[config.mk]
export PLATFORM = sky130hd
export DESIGN_NAME = lcd_write_engine_flat
export DESIGN_NICKNAME = d
export VERILOG_FILES = /design/src/rtl/lcd_write_engine_if.sv /design/src/rtl/lcd_write_engine.sv /design/src/flat_wrapper.sv
export SDC_FILE = /design/constraint.sdc
export NUM_CORES = 1
export LEC_CHECK = 0
export ABC_AREA = 1
export BUFFER_PORTS_ARGS = -buffer_cell sky130_fd_sc_hd__buf_2
export CORE_MARGIN = 5
export CORE_UTILIZATION = 65
export CTS_CLUSTER_SIZE = 25
export DETAILED_ROUTE_END_ITERATION = 10
export PLACE_DENSITY_LB_ADDON = 0.25
export SETUP_SLACK_MARGIN = 0.2
export SYNTH_ARGS = -nofsm -noshare
export SYNTH_HDL_FRONTEND = slang
export SYNTH_SLANG_ARGS = --single-unit
export TNS_END_PERCENT = 20
[constraint.sdc]
create_clock -name clk -period 4.1 [get_ports clk]
set_clock_uncertainty 0.2 [all_clocks]
set_input_delay 0.41 -clock clk [delete_from_list [all_inputs] [get_ports clk]]
set_output_delay 0.41 -clock clk [all_outputs]
set_load 0.02 [all_outputs]
[src/rtl/lcd_write_engine_if.sv]
// Valid/ready word stream feeding the LCD write engine.
// The source drives valid/data/dc; the engine returns ready.
interface lcd_write_engine_if #(
  parameter int PIX_W = 16
);
  logic             in_valid;
  logic             in_ready;
  logic [PIX_W-1:0] in_data;
  logic             in_dc;

  modport master (output in_valid, output in_data, output in_dc, input in_ready);
  modport slave  (input in_valid, input in_data, input in_dc, output in_ready);
endinterface

[src/rtl/lcd_write_engine.sv]
// 8080-style LCD write engine: a word FIFO feeding a SETUP/WR_LOW/WR_HIGH strobe
// sequencer with per-word latched timing and optional two-beat split for narrow buses.
module lcd_write_engine #(
  parameter int PIX_W      = 16,
  parameter int BUS_W      = 16,
  parameter int FIFO_DEPTH = 16,
  parameter int TW         = 4
) (
  input  logic                          clk,
  input  logic                          reset,
  lcd_write_engine_if.slave             s_in,
  input  logic                          enable,
  input  logic [TW-1:0]                 cfg_wr_low,
  input  logic [TW-1:0]                 cfg_wr_high,
  output logic                          busy,
  output logic [$clog2(FIFO_DEPTH):0]   fifo_level,
  output logic                          lcd_cs_n,
  output logic                          lcd_d_c_n,
  output logic                          lcd_wr_n,
  output logic [BUS_W-1:0]              lcd_data
);

  localparam int               AW       = $clog2(FIFO_DEPTH);
  localparam int               LW       = AW + 1;
  localparam logic [LW-1:0]    FULL_LVL = LW'(FIFO_DEPTH);
  localparam bit               SPLIT    = (BUS_W != PIX_W);

  typedef enum logic [1:0] {IDLE, SETUP, WR_LOW, WR_HIGH} state_t;

  logic [PIX_W:0]   r_mem [FIFO_DEPTH];
  logic [AW-1:0]    r_wrPtr;
  logic [AW-1:0]    r_rdPtr;
  logic [LW-1:0]    r_level;

  state_t           r_state;
  state_t           w_nextState;
  logic [TW-1:0]    r_cnt;
  logic [TW-1:0]    w_nextCnt;
  logic             r_second;
  logic [PIX_W-1:0] r_word;
  logic [TW-1:0]    r_cfgLow;
  logic [TW-1:0]    r_cfgHigh;

  logic             r_lcdCsN;
  logic             r_lcdDcN;
  logic             r_lcdWrN;
  logic [BUS_W-1:0] r_lcdData;

  logic             w_push;
  logic             w_pop;
  logic             w_nextBeat;
  logic             w_empty;
  logic             w_canPop;
  logic             w_headDc;
  logic [PIX_W-1:0] w_headData;
  logic [BUS_W-1:0] w_headBeat;

  assign s_in.in_ready = (r_level != FULL_LVL);
  assign w_push        = s_in.in_valid && s_in.in_ready;
  assign w_empty       = (r_level == '0);
  assign w_canPop      = enable && !w_empty;
  assign {w_headDc, w_headData} = r_mem[r_rdPtr];

  // A split data word leaves with its high half first; commands always use the low bits.
  assign w_headBeat = (SPLIT && w_headDc) ? w_headData[PIX_W-1 -: BUS_W]
                                          : w_headData[BUS_W-1:0];

  always_ff @(posedge clk) begin
    if (w_push) begin
      r_mem[r_wrPtr] <= {s_in.in_dc, s_in.in_data};
    end
  end

  always_ff @(posedge clk or posedge reset) begin
    if (reset) begin
      r_wrPtr <= '0;
      r_rdPtr <= '0;
      r_level <= '0;
    end else begin
      if (w_push) r_wrPtr <= r_wrPtr + AW'(1);
      if (w_pop)  r_rdPtr <= r_rdPtr + AW'(1);
      case ({w_push, w_pop})
        2'b10:   r_level <= r_level + LW'(1);
        2'b01:   r_level <= r_level - LW'(1);
        default: r_level <= r_level;
      endcase
    end
  end

  // A pending second beat outranks enable, so a dropped enable still finishes the word.
  always_comb begin
    w_nextState = r_state;
    w_nextCnt   = r_cnt;
    w_pop       = 1'b0;
    w_nextBeat  = 1'b0;
    case (r_state)
      IDLE: begin
        if (w_canPop) begin
          w_pop       = 1'b1;
          w_nextState = SETUP;
        end
      end
      SETUP: begin
        w_nextState = WR_LOW;
        w_nextCnt   = r_cfgLow;
      end
      WR_LOW: begin
        if (r_cnt == '0) begin
          w_nextState = WR_HIGH;
          w_nextCnt   = r_cfgHigh;
        end else begin
          w_nextCnt = r_cnt - TW'(1);
        end
      end
      WR_HIGH: begin
        if (r_cnt == '0) begin
          if (r_second) begin
            w_nextBeat  = 1'b1;
            w_nextState = SETUP;
          end else if (w_canPop) begin
            w_pop       = 1'b1;
            w_nextState = SETUP;
          end else begin
            w_nextState = IDLE;
          end
        end else begin
          w_nextCnt = r_cnt - TW'(1);
        end
      end
      default: w_nextState = IDLE;
    endcase
  end

  always_ff @(posedge clk or posedge reset) begin
    if (reset) begin
      r_state   <= IDLE;
      r_cnt     <= '0;
      r_second  <= 1'b0;
      r_word    <= '0;
      r_cfgLow  <= '0;
      r_cfgHigh <= '0;
      r_lcdCsN  <= 1'b1;
      r_lcdDcN  <= 1'b1;
      r_lcdWrN  <= 1'b1;
      r_lcdData <= '0;
    end else begin
      r_state  <= w_nextState;
      r_cnt    <= w_nextCnt;
      r_lcdCsN <= (w_nextState == IDLE);
      r_lcdWrN <= (w_nextState != WR_LOW);
      if (w_pop) begin
        r_word    <= w_headData;
        r_second  <= SPLIT && w_headDc;
        r_cfgLow  <= cfg_wr_low;
        r_cfgHigh <= cfg_wr_high;
        r_lcdDcN  <= w_headDc;
        r_lcdData <= w_headBeat;
      end else if (w_nextBeat) begin
        r_second  <= 1'b0;
        r_lcdData <= r_word[BUS_W-1:0];
      end
    end
  end

  assign busy       = (r_state != IDLE) || !w_empty;
  assign fifo_level = r_level;
  assign lcd_cs_n   = r_lcdCsN;
  assign lcd_d_c_n  = r_lcdDcN;
  assign lcd_wr_n   = r_lcdWrN;
  assign lcd_data   = r_lcdData;

endmodule
[src/flat_wrapper.sv]
// flat-port wrapper written by rule: the top's interface ports become plain ports
module lcd_write_engine_flat 
#(
  parameter int PIX_W      = 16,
  parameter int BUS_W      = 16,
  parameter int FIFO_DEPTH = 16,
  parameter int TW         = 4
)
  (clk, reset, enable, cfg_wr_low, cfg_wr_high, busy, fifo_level, lcd_cs_n, lcd_d_c_n, lcd_wr_n, lcd_data, s_in_in_valid, s_in_in_data, s_in_in_dc, s_in_in_ready);
  lcd_write_engine_if #(.PIX_W(PIX_W)) s_in_i ();
  input  logic clk;
  input  logic reset;
  input  logic enable;
  input  logic [TW-1:0] cfg_wr_low;
  input  logic [TW-1:0] cfg_wr_high;
  output logic busy;
  output logic [$clog2(FIFO_DEPTH):0] fifo_level;
  output logic lcd_cs_n;
  output logic lcd_d_c_n;
  output logic lcd_wr_n;
  output logic [BUS_W-1:0] lcd_data;
  input wire logic [$bits(s_in_i.in_valid)-1:0] s_in_in_valid;
  input wire logic [$bits(s_in_i.in_data)-1:0] s_in_in_data;
  input wire logic [$bits(s_in_i.in_dc)-1:0] s_in_in_dc;
  output wire logic [$bits(s_in_i.in_ready)-1:0] s_in_in_ready;
  assign s_in_i.in_valid = s_in_in_valid;
  assign s_in_i.in_data = s_in_in_data;
  assign s_in_i.in_dc = s_in_in_dc;
  assign s_in_in_ready = s_in_i.in_ready;
  lcd_write_engine #(.PIX_W(PIX_W), .BUS_W(BUS_W), .FIFO_DEPTH(FIFO_DEPTH), .TW(TW)) u_core (.clk(clk), .reset(reset), .s_in(s_in_i), .enable(enable), .cfg_wr_low(cfg_wr_low), .cfg_wr_high(cfg_wr_high), .busy(busy), .fifo_level(fifo_level), .lcd_cs_n(lcd_cs_n), .lcd_d_c_n(lcd_d_c_n), .lcd_wr_n(lcd_wr_n), .lcd_data(lcd_data));
endmodule
---- Yosys cells after proc, flatten, opt, wreduce, memory -nomap -nowiden ----
Memories as Yosys holds them, arrays and structs flattened.
Cells that the tools add are included.
word-level totals
  word-level logic and storage cells ...... 63
  bits in read-only memories .............. 0
  input port bits ......................... 29
  register bits ........................... 63
  output and inout port bits .............. 26
  RAM bits ................................ 272
  latch bits .............................. 0
  memories kept ........................... 1
cells by class
  shift operators ......................... 0
  reductions and logical operators ........ 13
  order comparisons ....................... 0
  multiplexer cells ....................... 23
  add/sub/neg operators ................... 5
  bitwise gates (word level) .............. 0
  multipliers ............................. 0
  div/mod/pow operators ................... 0
  equality and inequality tests ........... 8
memories
  memory        depth  width  read ports  clocked after Yosys merged registers in  wr ports  line                    text
  u_core.r_mem  16     17     1           0                                        1         lcd_write_engine.sv:30  logic [PIX_W:0] r_mem [FIFO_DEPTH];
operators with widths
  kind                   number
  $mux W16               2
  $pmux W4 S3            1
  $mux W1                11
  $pmux W5 S2            1
  $add A4 B1 Y4 const B  2
  $mux W2                4
  $mux W4                2
  $pmux W2 S4            1
  $eq A2 B2 Y1 const B   3
  $reduce_bool A2 Y1     3
  $add A5 B1 Y5 const B  1
  $logic_not A5 Y1       1
  $ne A5 B5 Y1 const B   1
  $sub A5 B1 Y5 const B  1
  $eq A2 B1 Y1 const B   2
  $logic_not A2 Y1       2
  $logic_not A4 Y1       1
  $ne A2 B2 Y1 const B   2
  $sub A4 B1 Y4 const B  1
  $reduce_bool A3 Y1     1
  $logic_and A1 B1 Y1    2
  $pmux W1 S2            1
  $reduce_and A2 Y1      1
  $logic_not A1 Y1       1
  $logic_or A1 B1 Y1     1

---- Logic depth before layout (Yosys ltp) ----
  depth in word-level cells ............... 9
  gate-level depth with buffers ........... 21
  mapped depth without buffers ............ 19

---- Least setup slack after synthesis ----
Ideal clock, no wire load.
  kind .................................... register to register
  from .................................... reg u_core.r_cnt[0]
  to ...................................... reg u_core.r_level[4], in the netlist u_core.fifo_level[4]
  cell stages (with the launch flop) ...... 21
  period minus slack after synthesis ...... 2,664 ps
  arrival ................................. 2,348 ps
  setup time .............................. 117 ps
  setup slack ............................. 1,436 ps
  required time ........................... 3,783 ps
  buffers on the path ..................... 2
  cell sequence ........................... dfrtp_1 inv_1 ha_1 nand3_4 inv_2 nand2_1 nand2_1 inv_2 nor2_8 buf_6 ha_1 clkbuf_2 xor2_1 ha_1 a21oi_1 nor2_1 nand2_1 nand3_1 nand2_1 nand2_1 nand2_1
on the way
  word-level cells in the longest chain between the ends .. 5
  elaborated cells between the ends (all ways) .. 7
  classes of those cells .................. 2 x eq/ne; 3 x mux; 2 x reduce/logical
ends and longest elaborated chain
  element                                            line                     text
  start, declared                                    lcd_write_engine.sv:37   logic [TW-1:0] r_cnt;
  start signal, assigned                             lcd_write_engine.sv:148  r_cnt <= w_nextCnt;
  $logic_not A4 Y1 (*)                               lcd_write_engine.sv:116  if (r_cnt == '0) begin
  $mux W1 (*)                                        lcd_write_engine.sv:116
  $pmux W1 S2 (*)                                    lcd_write_engine.sv:96   case (r_state)
  $eq A2 B1 Y1 or $eq A2 B2 Y1 (tied branches)       lcd_write_engine.sv:82   case ({w_push, w_pop})
  $pmux W5 S2 or $reduce_bool A2 Y1 (tied branches)  -
  end signal, assigned                               lcd_write_engine.sv:83   2'b10: r_level <= r_level + LW'(1);
  end signal, assigned                               lcd_write_engine.sv:84   2'b01: r_level <= r_level - LW'(1);
  end signal, assigned                               lcd_write_engine.sv:85   default: r_level <= r_level;
  end, declared                                      lcd_write_engine.sv:33   logic [LW-1:0] r_level;
Every way passes the cells marked *; elsewhere a longest branch is shown, timed or not.
A chain may end at the register's enable or synchronous reset.

---- Worst setup path after layout ----
Same ends and word-level chain as after synthesis.

==> flow_summary.yaml <==
synthesis:
  yosysUniqueCellTypes: 32
  synth.top_cells.by_area: "edfxtp_1 58%, nand2_1 13%, dfrtp_1 7.7%"
  synth_ff_type: "edfxtp_1"
  syn_avg_cell_area_um2: 10.1
  syn_area_um2: 14000
  synth-edff-count: 272
  async_flop_share_pct: 14.5
  yosys_warnings: 0
  synth_top_area_share_pct: 58.4
  yosysSeqAreaShare_pct: 66.7
  synth_largest_area_cell: "edfxtp_1"
  synth_seq_cells: 318
  synth_cells: 1385
  syn_nets: 1428
clocking:
  cts_buffers: 31
  post_cts_buffers: 0
  clkSlewWorstSetupHoldPaths_ps: 60
  clk_path_buf_depth: 3
  clock-sinks: 318
  ctsResizeCount: 0
  htreeDepth: 1
  ctsRootBufferMaster: "clkbuf_16"
  cts_tree: "built"
  clock_latency_ps: 570
worst_setup_path:
  start_kind: "flop"
  crit_type: "reg2reg"
  path_max_fanout: 9
  critPathRequiredTime_ps: 4400
  arrival_ps: 3120
  crit_path_end_kind: "flop"
timing:
  hold_viol: 0
  slew_viol_final: 0
  max_slew_margin_pct: 40.2
  worst-slew-pin-transition_ps: 892
  fmax_ghz: 0.355
  period_share_pct: 68.8
  finalSetupViolations: 0
  rsz0062_at_grt: "false"
  min_period_ps: 2820
  worst_slack_ps: 1280
  tns_ps: 0
layout:
  fin_nets: 1489
  layout_commonest_cell: "nand2_1"
  fin_cells: 1746
  drive_above_1_share_pct: 11.1
  area_growth_pct: 12.5
  fin_util_pct: 74.6
  multi_input_area_um2: 3510
  final_cell_mix: "477 x nand2_1, 272 x edfxtp_1, 213 x inv_1"
  num_antenna_cells: 0
  fillers: 1427
  regArea_um2: 9330
power_and_ir_drop:
  p_leak_nw: 7.04
  pwr-share-clk_pct: 27.7
  power.density_nw_per_um2: 713
  internal_power_mw: 7.06
  p_switching_mw: 4.15
  peakVddDrop_uv: 436
  pwr-share-comb_pct: 34.3
  pwr-share-seq_pct: 38.0
  switching_share_pct: 37.0
global_routing:
  grt_pass1_vias: 9912
  grt_max_degree: 76
  overflow: 0
  antenna_found_initial: 0
  grt_pass1_wl_mm: 52.4
  grt_usage_pct: 27.7
drt:
  dr.pass1.iters: 5
  wl_per_cell_um: 19.0
  drt-total-wl_mm: 33.2
  drt_iter0_drc: 1046
  ant_nets: 0
  vias_per_cell: 5.62
  drc: 0
  vias: 9816
placed_design:
  place_ws_ps: 1400
  dpl.hpwl_mm: 18.2
  gp_congestion: 0.861
  dp_cells: 1677
  portBuffers: 54
die:
  core_area_um2: 21100
  die_w_um: 157
  ios: 55
  num_rows: 53
  die_area_um2: 24500
  die_h_um: 157
  initial_core_util_pct: 66.3
run_status:
  status: "complete, no violations"
job:
  max_cap_violations: 0
min_path:
  hold_path_class: "in2reg"
[cell type report]
class	instances	area share (%)
clock buffers	38	5.22
clock inverters	20	1.93
inverters	223	5.35
multi-input cells	782	22.3
flip-flops and latches	318	59.3
well taps	275	2.19
repair buffers	90	3.69
[timing repair]
| action | in CTS | in global routing |
|---|---|---|
| setup endpoints to repair | 0 | 0 |
| hold buffers | 11 | 0 |
| hold endpoints to repair | 48 | 0 |
[cells by family (layout without fill, tap and decap cells)]
family,count (synthesis),after routing,share of synthesized area [%]
buffers and inverters,285,371,8.53
and+or+nand+nor,730,730,21.9
adders and majority gates,14,14,1.25
DFF,318,318,66.7
xor gates and xnor gates,10,10,0.626
AOI/OAI and AO/OA,28,28,1.05
[cell usage after synthesis (3+ instances only)]
| cell type | n |
|---|---|
| buf_2 | 38 |
| nor2_1 | 37 |
| ha_1 | 14 |
| xnor2_1 | 3 |
| clkbuf_1 | 7 |
| nand3b_1 | 5 |
| nand3_1 | 204 |
| o21ai_0 | 15 |
| buf_1 | 3 |
| nand2_1 | 477 |
| dfstp_2 | 3 |
| buf_6 | 6 |
| dfrtp_1 | 43 |
| xor2_1 | 7 |
| a21oi_1 | 9 |
| inv_1 | 215 |
| edfxtp_1 | 272 |
| inv_2 | 6 |
| buf_4 | 7 |
[worst paths after layout]
check                                                        end  slack [ps]                            from  cells past startpoint
worst max-delay path            u_core.fifo_level[4]$_DFFE_PP0P_        1280     u_core.r_cnt[0]$_DFFE_PP0P_                     19
worst min-delay path                u_core.r_mem[7][5]$_DFFE_PP_          20                 s_in_in_data[5]                      1
worst max register to register  u_core.fifo_level[4]$_DFFE_PP0P_        1280     u_core.r_cnt[0]$_DFFE_PP0P_                     19
worst min register to register    u_core.lcd_data[2]$_DFFE_PP0N_         280  u_core.lcd_data[2]$_DFFE_PP0N_                      2
max in group asynchronous          u_core.r_rdPtr[1]$_DFFE_PP0N_        2700                           reset                      4
min in group asynchronous          u_core.r_rdPtr[0]$_DFFE_PP0N_         250                           reset                      3
[state kept, by name, summed over array words and instances (netlist names)]
signal and cells:
u_core.r_wrPtr 4, u_core.r_mem 272, u_core.r_state 2, u_core.r_rdPtr 4, u_core.lcd_wr_n 1, u_core.r_cnt 4, u_core.lcd_data 16, u_core.fifo_level 5
u_core.r_cfgHigh 4, u_core.lcd_d_c_n 1, u_core.lcd_cs_n 1, u_core.r_cfgLow 4
[metrics by stage]
step	power, mW	hold WS (ps)	cell area, um2
2_1_floorplan	7.02	237	14000
3_3_place_gp	7.95	256	14500
3_5_place_dp	8.09	269	14500
4_1_cts	11.2	1.97	15700
5_1_grt	11.9	8.72	15700
6_report	11.2	24.2	15700
[critical path: stages, from the launching register on]
cell and delay [ps]:
dfrtp_1 390, inv_1 110, ha_1 210, nand3_4 130, inv_2 90, nand2_1 60
nand2_1 80, inv_2 60, nor2_8 80, ha_1 280, xor2_1 240, ha_1 210
a21oi_1 60, nor2_1 150, nand2_1 100, nand2_1 100, nand2_1 60, nand2_1 60
nand2_1 50, nand2_1 50
[routing by layer]
layer  wire length (um)  track usage, %  share of wire (%)
met3               3010            4.65                9.1
met2              16200            46.1                 49
met1              12900            37.5                 39
met5                  0               0                  0
met4               1140            9.88                3.4
[power by group through the flow]
stage | logic (mW) | clock network, mW | registers, mW
global route | 4.28 | 3.28 | 4.30
detailed placement | 3.77 | 0 | 4.32
floorplan | 2.63 | 0 | 4.39
CTS | 3.83 | 3.14 | 4.26
global placement | 3.65 | 0 | 4.30
finish | 3.84 | 3.11 | 4.26
Power figures use the tool's default switching activity.
